`src/rtl/int_seq_pkg.sv`:
```
// Shared definitions for the interrupt sequencer: state encoding, vector table defaults,
// condition-code width and the vector address helper.
package int_seq_pkg;

   localparam int          FLAGS_W           = 4;
   localparam logic [31:0] DEF_VECTOR_BASE   = 32'h0000_0010;
   localparam logic [31:0] DEF_VECTOR_STRIDE = 32'd4;

   typedef enum logic [2:0] {
      ST_IDLE   = 3'd0,
      ST_DRAIN  = 3'd1,
      ST_VECTOR = 3'd2,
      ST_ISR    = 3'd3,
      ST_CHAIN  = 3'd4,
      ST_RETURN = 3'd5
   } seq_state_t;

   // Wraps modulo 2^32 by construction of the 32-bit result.
   function automatic logic [31:0] vec_addr(input logic [31:0] base,
                                            input logic [31:0] stride,
                                            input logic [1:0]  num);
      logic [31:0] r;
      r = base + ({30'd0, num} * stride);
      return r;
   endfunction

endpackage

```
`src/rtl/int_ctx_regs.sv`:
```
// Saved interrupt context (return PC and CC flags); captured once on interrupt entry.
// Single-cycle capture, no backpressure; clear drops the context after it has been restored.
module int_ctx_regs
   import int_seq_pkg::*;
(
   input  logic               clk,
   input  logic               rst,
   input  logic               capture,
   input  logic               clear,
   input  logic [31:0]        pc_in,
   input  logic [FLAGS_W-1:0] flags_in,
   output logic [31:0]        saved_pc,
   output logic [FLAGS_W-1:0] saved_flags
);

   always_ff @(posedge clk) begin
      if (rst || clear) begin
         saved_pc    <= '0;
         saved_flags <= '0;
      end else if (capture) begin
         saved_pc    <= pc_in;
         saved_flags <= flags_in;
      end
   end

endmodule

```
`src/rtl/int_sequencer.sv`:
```
// Interrupt entry/exit sequencer with drain, vectoring, tail-chaining and context restore.
// Outputs are registered one cycle after the deciding input; fetch is held via stall, no other backpressure.
module int_sequencer
   import int_seq_pkg::*;
#(
   parameter logic [31:0] VECTOR_BASE   = DEF_VECTOR_BASE,
   parameter logic [31:0] VECTOR_STRIDE = DEF_VECTOR_STRIDE,
   parameter int          CHAIN_WAIT    = 2
) (
   input  logic               clk,
   input  logic               rst,
   input  logic               int_req,
   input  logic [1:0]         int_number,
   input  logic               int_pending,
   input  logic               instr_boundary,
   input  logic [31:0]        next_pc,
   input  logic [FLAGS_W-1:0] flags_in,
   input  logic               reti_exec,
   output logic               int_ack_attended,
   output logic               int_ack_complete,
   output logic               pc_load,
   output logic [31:0]        pc_target,
   output logic               flags_load,
   output logic [FLAGS_W-1:0] flags_out,
   output logic               stall,
   output logic               in_isr,
   output logic               err_orphan_reti
);

   localparam int             CW        = $clog2(CHAIN_WAIT + 1) + 1;
   localparam logic [CW-1:0]  CHAIN_LIM = CW'(CHAIN_WAIT);
   localparam logic [CW-1:0]  CHAIN_ONE = CW'(1);
   localparam logic [CW-1:0]  CHAIN_TWO = CW'(2);

   seq_state_t          state, state_nxt;
   logic [CW-1:0]       chain_cnt, chain_cnt_nxt;
   logic                ctx_capture;
   logic                ctx_clear;
   logic                orphan;
   logic                isr_done;
   logic [31:0]         saved_pc;
   logic [FLAGS_W-1:0]  saved_flags;

   int_ctx_regs u_ctx (
      .clk         (clk),
      .rst         (rst),
      .capture     (ctx_capture),
      .clear       (ctx_clear),
      .pc_in       (next_pc),
      .flags_in    (flags_in),
      .saved_pc    (saved_pc),
      .saved_flags (saved_flags)
   );

   assign orphan    = reti_exec && (state != ST_ISR);
   assign isr_done  = reti_exec && (state == ST_ISR);
   assign ctx_clear = (state == ST_RETURN);

   always_comb begin
      state_nxt     = state;
      chain_cnt_nxt = '0;
      ctx_capture   = 1'b0;
      case (state)
         ST_IDLE: begin
            if (int_req) begin
               if (instr_boundary) begin
                  ctx_capture = 1'b1;
                  state_nxt   = ST_VECTOR;
               end else begin
                  state_nxt   = ST_DRAIN;
               end
            end
         end
         ST_DRAIN: begin
            if (instr_boundary) begin
               ctx_capture = 1'b1;
               state_nxt   = ST_VECTOR;
            end
         end
         ST_VECTOR: state_nxt = ST_ISR;
         ST_ISR: begin
            if (reti_exec) begin
               if (int_pending) begin
                  state_nxt     = ST_CHAIN;
                  chain_cnt_nxt = CHAIN_ONE;
               end else begin
                  state_nxt     = ST_RETURN;
               end
            end
         end
         ST_CHAIN: begin
            // chain_cnt holds the 1-based cycle index inside CHAIN; the first cycle never accepts.
            if (int_req && (chain_cnt >= CHAIN_TWO)) begin
               state_nxt = ST_VECTOR;
            end else if (chain_cnt >= CHAIN_LIM) begin
               state_nxt = ST_RETURN;
            end else begin
               chain_cnt_nxt = chain_cnt + CHAIN_ONE;
            end
         end
         ST_RETURN: state_nxt = ST_IDLE;
         default:   state_nxt = ST_IDLE;
      endcase
   end

   // Outputs are decoded from the next state so they line up with the state they describe.
   always_ff @(posedge clk) begin
      if (rst) begin
         state            <= ST_IDLE;
         chain_cnt        <= '0;
         int_ack_attended <= 1'b0;
         int_ack_complete <= 1'b0;
         pc_load          <= 1'b0;
         pc_target        <= '0;
         flags_load       <= 1'b0;
         flags_out        <= '0;
         stall            <= 1'b0;
         in_isr           <= 1'b0;
         err_orphan_reti  <= 1'b0;
      end else begin
         state            <= state_nxt;
         chain_cnt        <= chain_cnt_nxt;
         int_ack_attended <= (state_nxt == ST_VECTOR);
         // The handler finishes exactly on its RETI, whether it chains or returns.
         int_ack_complete <= isr_done;
         pc_load          <= (state_nxt == ST_VECTOR) || (state_nxt == ST_RETURN);
         flags_load       <= (state_nxt == ST_RETURN);
         stall            <= (state_nxt == ST_DRAIN)  || (state_nxt == ST_VECTOR) ||
                             (state_nxt == ST_CHAIN)  || (state_nxt == ST_RETURN);
         in_isr           <= (state_nxt == ST_ISR);
         err_orphan_reti  <= err_orphan_reti || orphan;
         if (state_nxt == ST_VECTOR) begin
            pc_target <= vec_addr(VECTOR_BASE, VECTOR_STRIDE, int_number);
         end else if (state_nxt == ST_RETURN) begin
            pc_target <= saved_pc;
         end else begin
            pc_target <= '0;
         end
         flags_out <= (state_nxt == ST_RETURN) ? saved_flags : '0;
      end
   end

endmodule

```
`config.mk`:
```
export PLATFORM = sky130hd
export DESIGN_NAME = int_sequencer
export DESIGN_NICKNAME = d
export VERILOG_FILES = /design/src/rtl/int_seq_pkg.sv /design/src/rtl/int_ctx_regs.sv /design/src/rtl/int_sequencer.sv
export SDC_FILE = /design/constraint.sdc
export NUM_CORES = 1
export LEC_CHECK = 0
export CAP_MARGIN = 5
export CORE_MARGIN = 1
export CORE_UTILIZATION = 30
export CTS_BUF_LIST = sky130_fd_sc_hd__clkbuf_8 sky130_fd_sc_hd__clkbuf_16
export DETAILED_ROUTE_END_ITERATION = 8
export PLACE_DENSITY = 0.62
export SLEW_MARGIN = 20
export SYNTH_ARGS = -nofsm -noshare
export SYNTH_HDL_FRONTEND = slang
export SYNTH_SLANG_ARGS = --single-unit
```
`constraint.sdc`:
```
create_clock -name clk -period 2.65 [get_ports clk]
set_clock_uncertainty 0.1 [all_clocks]
set_input_delay 0.53 -clock clk [delete_from_list [all_inputs] [get_ports clk]]
set_output_delay 0.53 -clock clk [all_outputs]
set_load 0.1 [all_outputs]
```
==> results of run 1 <==
## registers in the layout, summed over array words and instances, names as in the netlist, 3 cells and up
name,cells
chain_cnt,3
u_ctx.saved_flags,4
state,3
pc_target,32
u_ctx.saved_pc,32
flags_out,4
## cell families after synthesis
group | synth area share (%)
compound gates | 12.4
fa+ha+maj | 0.881
buf+inv | 3.57
flops | 59.9
simple gates | 23.2
## area by class of cell
cell class | instances | area [um^2]
clock inverter | 5 | 77.6
inverter | 3 | 11.3
multi-input combinational | 192 | 1050
sequential | 85 | 1700
tap | 111 | 139
fill | 933 | 5280
timing repair buffer | 92 | 811
clock buffer | 9 | 124
## power by group through the flow
stage,Sequential [mW],Clock (mW),Combinational [mW]
floorplan,1.46,0,0.126
global placement,1.38,0,0.327
detailed placement,1.39,0,0.330
CTS,1.35,0.973,0.330
global route,1.36,1.04,0.352
finish,1.35,0.944,0.327
## layer usage
| metal | track usage (%) | part of all wire, % |
|---|---|---|
| met4 | 5.32 | 1.6 |
| met5 | 0 | 0 |
| met2 | 20.6 | 47 |
| met3 | 4.22 | 6.5 |
| met1 | 14.9 | 45 |
## worst paths after layout
check	startpoint	to	slack (ns)	cells past startpoint
max	int_req	pc_target[16]$_SDFF_PP0_	0.50	6
min	u_ctx.saved_pc[16]$_SDFFE_PP0P_	u_ctx.saved_pc[16]$_SDFFE_PP0P_	0.35	2
max reg2reg	state[2]$_SDFF_PP0_	pc_target[16]$_SDFF_PP0_	0.51	5
min reg2reg	u_ctx.saved_pc[16]$_SDFFE_PP0P_	u_ctx.saved_pc[16]$_SDFFE_PP0P_	0.35	2
## cell usage in the layout (no fill, tap or decap), types with 3 or more instances in the layout
cell type	n
inv_1	3
clkdlybuf4s50_1	43
dfxtp_1	85
and2_2	13
and2_1	20
nand2_1	77
clkbuf_8	9
a32o_1	3
buf_4	48
a21oi_1	38
nor2_1	6
nor3_1	3
## metrics by stage
step	util (%)	cells	worst slack, ns	cell area (um^2)
after floorplan	-	297	0.572	2840
after global placement	40.4	483	0.191	3710
after detailed placement	40.4	483	0.153	3710
after CTS	42.6	497	0.488	3920
after global routing	42.6	497	0.363	3920
final	42.6	497	0.504	3920
## worst max-delay path: cells and delay by family
family / cells / cell delay [ns]
AOI/OAI and AO/OA: 2 / 0.52
buffers and inverters: 2 / 0.68
and+or+nand+nor: 2 / 0.55
==> impl_metrics.ini, run 1 <==
[detailed_routing]
wl_per_cell_um = 11.9
drc_errors = 0
firstDrtPassIters = 4
vias_per_cell = 4.47
ant_nets = 0
drt_iter0_drc = 46
drt_wl_total_mm = 5.93
num_vias = 2221

[cells_and_area]
insertedDiodeCount = 0
drive_gt1_share_pct = 22.0
syn_to_final_growth_pct = 37.9
fin_nets = 429

[clock_network]
clock_sinks = 85
path_clk_slew_ns = 0.07
cts-root-buf = clkbuf_8
numCtsBuffers = 9
clock_latency_ns = 0.34
cts_tree = yes
ctsHoldBuffers = 0
cts_setup_buffers = 0
htree_levels = 3
cts_resized = 0
max-clock-path-buffers = 2

[floorplanning]
die-area_um2 = 9860
start_util_pct = 30.9
fp.dieH_um = 99.3
pin_count = 87
rows = 35
core_area_um2 = 9200
die_x_um = 99.3

[setup_path]
cp_slowest_stage_delay_ns = 0.46
cp_max_fo = 22
cp_slowest_cell = clkdlybuf4s50_1
crit_chain = clkdlybuf4s50_1, or2_2, a32oi_1, a211oi_4, buf_4, and2_2
start_kind = input pin
cp-end-kind = register
cp_data_required_time_ns = 2.78
crit_type = input pin to register
cp_data_arrival_time_ns = 2.28

[power]
p_int_mw = 1.97
combPwrFrac_pct = 12.4
p_switching_uw = 652
leakagePower_nw = 1.59
ir_worst_vdd_uv = 218
power.share.sequential_pct = 51.6
clkPwrFrac_pct = 35.9
switching_share_pct = 24.8
power_density_nw_per_um2 = 670
p_total_mw = 2.62

[sta]
period_share_pct = 81.0
setup_tns_ns = 0
max_clock_freq_mhz = 466
drv_slew = 0
slew_headroom_pct = 41.0
rsz0062_at_grt = false
period_needed_ns = 2.15
fin_hold_ws_ns = 0.350
worst_slew_pin_slew_ns = 0.882
finalSetupViolations = 0
finalHoldViolations = 0

[synthesis]
yosysTopAreaCell = dfxtp_1
synth-edff-count = 0
synth_flop_cell = dfxtp_1
ys_types = 36
syn_nets = 343
async_flop_share_pct = 0
syn_inst = 297
post-synth-top-count-cell = dfxtp_1
synth_area_um2 = 2840
ys_seq_elements = 85
synthTopCellsByArea = dfxtp_1, nand2_1, a21oi_1, and2_1, and2_2
yosysTopAreaCellShare_pct = 59.9
avgSynthCellArea_um2 = 9.56
synth.cells.most_frequent = dfxtp_1, nand2_1, a21oi_1
yosysWarnings = 0
synth_seq_area_share_pct = 59.9

[place]
gp_congestion = 0.790
dp.final_hpwl_mm = 4.10
portBuffers = 86

[global_routing]
grt_pass1_vias = 2084
grt_max_degree = 37
antenna_found_initial = 0
grt_pass1_wl_mm = 9.47
gr-total-overflow = 0
grt_util_all_layers_pct = 12.5

[hold_path]
hold_path_class = register to register

[job]
max-cap-violations = 0

[outcome]
status = completed
No activity file was read; power rests on OpenSTA's default activity.
==> inputs of run 2 (changes only) <==
clock period = 2.25 ns   (was 2.65 ns; I/O delays follow)
==> run 2 against run 1 <==
Against the previous run:
- non-clock buffer count rose by 13
- clock-buffer cell count did not move
- die area did not move
- first-iteration DRC count rose by 41%
- via count rose by 0.50%
- flip-flop and latch count did not move
- routed wire length rose by 0.42%
- critical path depth rose by 2
- cell area rose by 2.4%
- core utilization rose by 1.0 points
- critical path type is now register to register
- critical endpoint is now pc_target[15]$_SDFF_PP0_
- largest cell class unchanged
- highest routed layer unchanged
==> impl_metrics.ini, run 2 (synthesized netlist as in run 1, its figures left out) <==
[floorplanning]
core_area_um2 = 9200
start_util_pct = 30.9
rows = 35
die_x_um = 99.3
fp.dieH_um = 99.3
die-area_um2 = 9860
pin_count = 87

[setup_path]
worst-r2r-cell-count = 8
cp-end-kind = register
timing.rr.end = pc_target[15]$_SDFF_PP0_
crit_type = register to register
r2r-start = chain_cnt[0]$_SDFF_PP0_
cp_data_arrival_time_ns = 2.21
start_kind = register
cp_max_fo = 22
cp_data_required_time_ns = 2.45
regToRegSetupSlack_ns = 0.24

[sta]
period_share_pct = 89.4
finalHoldViolations = 0
period_needed_ns = 2.01
slew_headroom_pct = 42.1
rsz0062_at_grt = false
fin_hold_ws_ns = 0.351
max_clock_freq_mhz = 497
worst_slew_pin_slew_ns = 0.867
finalSetupViolations = 0
drv_slew = 0

[hold_path]
hold_depth = 2
holdPathEnd = u_ctx.saved_flags[1]$_SDFFE_PP0P_
hp-start = u_ctx.saved_flags[1]$_SDFFE_PP0P_
hold_path_class = register to register

[cells_and_area]
postLayoutCoreUtil_pct = 43.6
layout_commonest_cell = dfxtp_1
final_cell_mix = dfxtp_1, nand2_1, buf_4
syn_to_final_growth_pct = 41.3
fin_nets = 442
insertedDiodeCount = 0
finalInstanceArea_um2 = 4010
n_fill_cell = 929
top_regs = pc_target (32), u_ctx.saved_pc (32)
final_cell_count_no_fill = 512
drive_gt1_share_pct = 24.9

[global_routing]
grt_pass1_vias = 2101
grt_pass1_wl_mm = 9.79
grt_util_all_layers_pct = 12.9
antenna_found_initial = 0
grt_max_degree = 37
gr-total-overflow = 0

[place]
portBuffers = 86
gp_congestion = 0.848
placed_cells = 496
postPlaceCellArea_um2 = 3820
dp.final_hpwl_mm = 4.26

[clock_network]
max-clock-path-buffers = 2
numCtsBuffers = 9
clock_sinks = 85
cts_resized = 0
cts_tree = yes
ctsHoldBuffers = 0
clock_latency_ns = 0.35
cts_setup_buffers = 0
path_clk_slew_ns = 0.09
htree_levels = 3
cts-root-buf = clkbuf_8

[power]
leakagePower_nw = 1.65
ir_worst_vdd_uv = 360
p_total_mw = 2.99
power_density_nw_per_um2 = 746

[detailed_routing]
vias_per_cell = 4.36
num_vias = 2232
drc_errors = 0
ant_nets = 0
drt_iter0_drc = 65
firstDrtPassIters = 6
drt_wl_total_mm = 5.95
wl_per_cell_um = 11.6

[job]
max-cap-violations = 0

[outcome]
status = completed
run 2: layout make-up:
type / count / area (um^2) / share of cell area [%]
inverters: 3 / 11.3 / 0.281
flip-flops and latches: 85 / 1700 / 42.4
clock inverters: 7 / 62.6 / 1.56
repair buffers: 105 / 921 / 23.0
multi-input cells: 192 / 1050 / 26.2
well taps: 111 / 139 / 3.46
clock buffers: 9 / 124 / 3.09
run 2: how the worst max path moves through the flow:
stage                            start                  endpoint  slack [ns]  cells after the start
5_1_grt        chain_cnt[0]$_SDFF_PP0_  pc_target[15]$_SDFF_PP0_        0.06                      8
4_1_cts        chain_cnt[0]$_SDFF_PP0_  pc_target[17]$_SDFF_PP0_        0.20                      8
3_5_place_dp                   int_req        pc_load$_SDFF_PP0_       -0.09                      5
2_1_floorplan      state[0]$_SDFF_PP0_  pc_target[14]$_SDFF_PP0_        0.24                      6
3_3_place_gp                   int_req        pc_load$_SDFF_PP0_       -0.07                      5
6_report       chain_cnt[0]$_SDFF_PP0_  pc_target[15]$_SDFF_PP0_        0.24                      8
run 2: per-layer routing:
| layer | share of wire (%) | vias up | track usage [%] |
|---|---|---|---|
| li1 | - | 1167 | - |
| met1 | 45 | 1003 | 14.8 |
| met2 | 49 | 55 | 22.0 |
| met3 | 5.6 | 7 | 4.71 |
| met4 | 0.81 | 0 | 4.41 |
| met5 | 0 | - | 0 |
run 2: critical path: stages (launching register included):
cell and delay, ns:
dfxtp_1 0.36, inv_1 0.05, ha_1 0.22, o31ai_1 0.28, a21boi_0 0.15, buf_4 0.17, a211oi_4 0.22, buf_4 0.25
and2_2 0.16
run 2: through the flow:
stage          worst slack (ns)  TNS (ns)
5_1_grt                  0.0638         0
3_3_place_gp            -0.0659    -0.616
4_1_cts                   0.197         0
3_5_place_dp            -0.0887    -0.919
6_report                  0.238         0
2_1_floorplan             0.245         0
run 2: report_power, final:
part	switching (mW)	internal, mW	total [mW]
logic	0.248	0.181	0.429
registers	0.0233	1.56	1.59
clock network	0.564	0.415	0.979
total	0.836	2.16	2.99
==> inputs of run 3 (changes only) <==
SLEW_MARGIN = 0   (was 20)
==> results of run 3 <==
No change in the layout: final DEF, timing and power equal those of run 2.
